==> src/rtl/cpu_control_unit.sv <==
// Fetch/decode/execute sequencer for the 8-bit CPU: fetches two-byte instructions,
// drives ALU select/operand, strobes the accumulator and keeps pc and the zero flag.
module cpu_control_unit (
    input  logic       clk,
    input  logic       rst_n,
    output logic [7:0] mem_addr,
    output logic       mem_req,
    input  logic [7:0] mem_rdata,
    input  logic       mem_valid,
    output logic [2:0] alu_sel,
    output logic [7:0] alu_b,
    input  logic       alu_z,
    output logic       acc_we,
    output logic       zf,
    output logic [7:0] pc,
    output logic       halted
);

    typedef enum logic [1:0] {
        FETCH_OP  = 2'd0,
        FETCH_OPD = 2'd1,
        EXEC      = 2'd2,
        HALT      = 2'd3
    } state_t;

    localparam logic [2:0] OP_JMP = 3'b101;
    localparam logic [2:0] OP_JZ  = 3'b110;
    localparam logic [2:0] OP_HLT = 3'b111;

    state_t     state;
    logic [2:0] op;
    logic [7:0] opd;
    logic       req_q;
    logic       we_q;
    logic       halt_q;

    // NOTE: all state updates use non-blocking assignments so every branch sees pre-edge values.
    always_ff @(posedge clk) begin
        if (!rst_n) begin
            state  <= FETCH_OP;
            pc     <= 8'h00;
            op     <= 3'b000;
            opd    <= 8'h00;
            zf     <= 1'b0;
            req_q  <= 1'b1;
            we_q   <= 1'b0;
            halt_q <= 1'b0;
        end else begin
            case (state)
                FETCH_OP: begin
                    if (mem_valid) begin
                        op <= mem_rdata[7:5];
                        pc <= pc + 8'd1;
                        if (mem_rdata[7:5] == OP_HLT) begin
                            state  <= HALT;
                            req_q  <= 1'b0;
                            halt_q <= 1'b1;
                        end else begin
                            state <= FETCH_OPD;
                        end
                    end
                end
                FETCH_OPD: begin
                    if (mem_valid) begin
                        opd   <= mem_rdata;
                        pc    <= pc + 8'd1;
                        state <= EXEC;
                        req_q <= 1'b0;
                        we_q  <= (op < OP_JMP);
                    end
                end
                EXEC: begin
                    state <= FETCH_OP;
                    req_q <= 1'b1;
                    we_q  <= 1'b0;
                    if (we_q) begin
                        zf <= alu_z;
                    end else if (op == OP_JMP || (op == OP_JZ && zf)) begin
                        pc <= opd;
                    end
                end
                HALT: begin
                    state <= HALT;
                end
                default: begin
                    state <= FETCH_OP;
                end
            endcase
        end
    end

    // Reset is synchronous, so the strobes are also masked combinationally while rst_n is low.
    assign mem_addr = pc;
    assign mem_req  = req_q & rst_n;
    assign acc_we   = we_q & rst_n;
    assign halted   = halt_q & rst_n;
    assign alu_sel  = rst_n ? op  : 3'b000;
    assign alu_b    = rst_n ? opd : 8'h00;

endmodule

==> config.mk <==
export PLATFORM = sky130hd
export DESIGN_NAME = cpu_control_unit
export DESIGN_NICKNAME = d
export VERILOG_FILES = /design/src/rtl/cpu_control_unit.sv
export SDC_FILE = /design/constraint.sdc
export NUM_CORES = 1
export LEC_CHECK = 0
export CAP_MARGIN = 20
export CORE_MARGIN = 2
export CORE_UTILIZATION = 40
export CTS_BUF_LIST = sky130_fd_sc_hd__clkbuf_8
export DETAILED_ROUTE_END_ITERATION = 8
export PLACE_DENSITY = 0.79
export SKIP_LAST_GASP = 1
export SLEW_MARGIN = 20
export SYNTH_ARGS = -nofsm -noshare
export SYNTH_HDL_FRONTEND = slang
export SYNTH_SLANG_ARGS = --single-unit
export TNS_END_PERCENT = 5
==> constraint.sdc <==
create_clock -name clk -period 3.45 [get_ports clk]
set_clock_uncertainty 0.15 [all_clocks]
set_input_delay 0.8625 -clock clk [delete_from_list [all_inputs] [get_ports clk]]
set_output_delay 0.8625 -clock clk [all_outputs]
set_load 0.02 [all_outputs]
* Word-level counts from Yosys, hierarchy flattened
Cells that the tools add are included.
Word-level totals: flip-flop bits (word level) 25, latch bits 0, memory bits (writable) 0, bits in read-only memories 0, input bits 12, output and inout bits 31, memories 0
Cells by class: add/subtract/negate cells 1, $mul 0, divide/modulo/power cells 0, order comparisons 1, equality and inequality tests 12, shift-type cells 0, mux-type cells 16, bitwise operators 3, reductions and logical operators 15
Operators with widths (number):
- $mux 8 | 4
- $pmux 8 s2 | 1
- $ne 2x2->1 const B | 5
- $reduce_and 2->1 | 5
- $eq 3x3->1 const B | 3
- $add 8x1->8 const B | 1
- $pmux 2 s4 | 1
- $reduce_and 4->1 | 2
- $mux 2 | 3
- $eq 2x2->1 const B | 2
- $mux 1 | 4
- $reduce_bool 2->1 | 2
- $and 1x1->1 | 3
- $lt 3x3->1 const B | 1
- $mux 3 | 1
- $pmux 1 s3 | 1
- $reduce_and 3->1 | 1
- $reduce_bool 3->1 | 1
- $eq 2x1->1 const B | 1
- $logic_not 2->1 | 1
- $ne 2x1->1 const B | 1
- $pmux 1 s2 | 1
- $reduce_or 2->1 | 1
- $logic_and 1x1->1 | 1
- $logic_or 1x1->1 | 1

* Logic depth before layout (Yosys ltp)
word-level depth 6, mapped depth 8

* Worst setup path before layout
No wires, ideal clock.
path kind input to output, start input port rst_n, end output port alu_b[5], arrival 1.609 ns, required time 2.438 ns, setup slack 0.829 ns, stages on the path 3, cell sequence clkbuf_1 clkbuf_1 and2_1
Between the ends: longest elaborated chain between the ends 1
RTL lines:
- start, declared | line 5 | input logic rst_n,
- $mux 8 | line 98 | assign alu_b = rst_n ? opd : 8'h00;
- end, declared | line 11 | output logic [7:0] alu_b,
Every way passes these cells.

* Worst setup path in the final report
start input port rst_n, end output port alu_b[2]
The elaborated chain is that of the path after synthesis.

==> metrics.yaml <==
status: "completed"
rows: 22
p_leak_nw: 0.730
firstDrtPassIters: 4
synth_warnings: 0
postSynthCellCount: 187
wl_mm: 3.22
ys_top_cells_by_area: "dfxtp_1 (33%), nand2_1 (6.7%), a21boi_0 (6.5%)"
worstPathCellList: "clkdlybuf4s50_1 > buf_12 > and2_1 > clkdlybuf4s50_1"
clock-sinks: 25
power_mw: 1.11
grt_pass1_wl_mm: 5.18
hold_violations: 0
drv_slew: 0
hold_start: "halt_q"
crit_top_cell: "clkdlybuf4s50_1"
antenna_found_initial: 0
powerDensity_mw_per_mm2: 570
n_fill_cell: 365
setup_ws_ps: 152
nets: 234
critPathCaptureType: "output port"
synth-seq-area-share: 0.332
cp-startpoint: "rst_n"
vias: 1375
synth_top_area_frac: 0.332
fin_crit_sh: 0.956
cp.required_ps: 2440
yosys_most_used_dff: "dfxtp_1"
yosysUniqueCellTypes: 43
synth-edff-count: 0
viasPerCell: 5.21
cts_tree: "built"
clk_pin_slew_worst_paths_ps: 90
cpPeakStageDelay_ps: 600
cts_htree_levels: 1
fin_crit_ps: 3300
grt_pass1_vias: 1175
antenna_cells: 0
gp_congestion: 0.767
worstPathArrival_ps: 2290
area_growth_pct: 29.5
synth_area_mm2: 0.00151
clock.fmax_mhz: 303
cap_viol_max_count: 0
rsz0062_at_grt: "false"
slowest_stage: "clkdlybuf4s50_1"
crit_fanout: 32
grt-ovfl-total: 0
yosysTopAreaCell: "dfxtp_1"
coreArea_mm2: 0.00363
hp-class: "reg -> reg"
setup_viol: 0
drt_iter0_markers: 57
synth-seq-cells: 25
worstSetupPathType: "in -> out"
rrSetupSlack_ps: 1250
drc: 0
slew_headroom: 0.516
syn-num-nets: 204
post-cts-setup-buffer-count: 0
root_buffer: "clkbuf_8"
avgSynthCellArea_um2: 8.06
setup-tns-final_ps: 0
whs_endpoint: "halt_q"
ys_async_sr_fraction: 0
synth_common_cells: "nand2_1 (27), dfxtp_1 (25), nand3_1 (18)"
reg2reg_from: "state[0]"
start_util: 0.415
tightest_slew_ps: 726
clock_latency_ps: 280
fp.dieH_um: 65.4
whs_path_depth: 1
holdBufCountCts: 0
clockBufferDepth: 2
worstSetupStartpointType: "input pin"
ios: 43
drtAntennaViolNets: 0
wl_per_cell_um: 12.2
cts_resized: 0
track_usage: 0.150
die_area_mm2: 0.00428
r2r_cells: 7
io_buffer_count: 42
preCtsSetupSlack_ps: 141
grt_max_degree: 33
die_w_um: 65.4
max-vdd-ir-drop_mv: 0.410
yosysMostFrequentCell: "nand2_1"
drive_above_1_share: 0.0741
r2r_end: "mem_addr[2]"
cts_inserted_buffers: 3
dp_hpwl_mm: 2.39
==> state kept, by name (all words and copies together), names as in the netlist <==
signal	count
mem_addr	8
opd	8
op	3
state	2
halt_q	1
req_q	1
we_q	1
zf	1
==> power by group <==
part	leakage (nW)	internal, mW	total (mW)	switching, mW
registers	0.204	0.343	0.412	0.0692
clock network	0.0217	0.0821	0.185	0.103
logic	0.505	0.227	0.516	0.290
==> cells in the final DEF (no fill, tap or decap), types with 4 or more instances in the layout <==
cell / Yosys / layout
and2_1: 14 / 14
ha_1: 5 / 5
nand2_1: 27 / 27
nand3_1: 18 / 18
inv_1: 4 / 4
clkdlybuf4s50_1: 0 / 42
o21a_1: 4 / 4
nor2_1: 9 / 9
a21boi_0: 13 / 13
dfxtp_1: 25 / 25
o21ai_0: 9 / 9
==> worst max path at each step <==
stage | end | slack [ps]
after floorplan | alu_b[5] | 830
after global placement | alu_sel[2] | 160
after detailed placement | alu_b[2] | 140
after CTS | alu_b[2] | 140
after global routing | alu_b[4] | 100
final | alu_b[2] | 150
==> metrics by stage <==
stage / cells / hold WS, ps / cell area, um2 / util
2_1_floorplan: 187 / 282 / 1510 / -
3_3_place_gp: 260 / 289 / 1900 / 0.524
4_1_cts: 264 / 318 / 1950 / 0.538
5_1_grt: 264 / 332 / 1950 / 0.538
6_report: 264 / 315 / 1950 / 0.538
3_5_place_dp: 260 / 296 / 1900 / 0.524
==> worst max-delay path: cells and delay by family <==
kind | cells | cell delay (ps)
buffers and inverters | 3 | 1270
AND/OR/NAND/NOR | 1 | 140
==> logic make-up after synthesis <==
group,synth area share
AO/OA/AOI/OAI,0.232
adder cells (fa/ha/maj),0.0415
buffers and inverters,0.0888
flip-flops,0.332
multiplexers,0.0141
AND/OR/NAND/NOR,0.292
==> final cells by class <==
| cell class | count | area (um2) | share of cell area |
|---|---|---|---|
| timing repair buffer | 45 | 455 | 0.233 |
| sequential | 25 | 500 | 0.256 |
| tap | 48 | 60.1 | 0.0307 |
| multi-input combinational | 138 | 873 | 0.447 |
| inverter | 4 | 15.0 | 0.00769 |
| clock buffer | 3 | 41.3 | 0.0211 |
| clock inverter | 1 | 7.51 | 0.00384 |
==> routing by layer <==
layer  routed length (um)  share of wire  global-route usage  up-vias
met5                    0              0                   0        -
met4                   33          0.010              0.0391        0
met3                  117          0.036              0.0257        4
met2                 1480           0.46               0.250       42
met1                 1590           0.49               0.201      624
li1                     -              -                   -      705
Power figures use the tool's default switching activity.
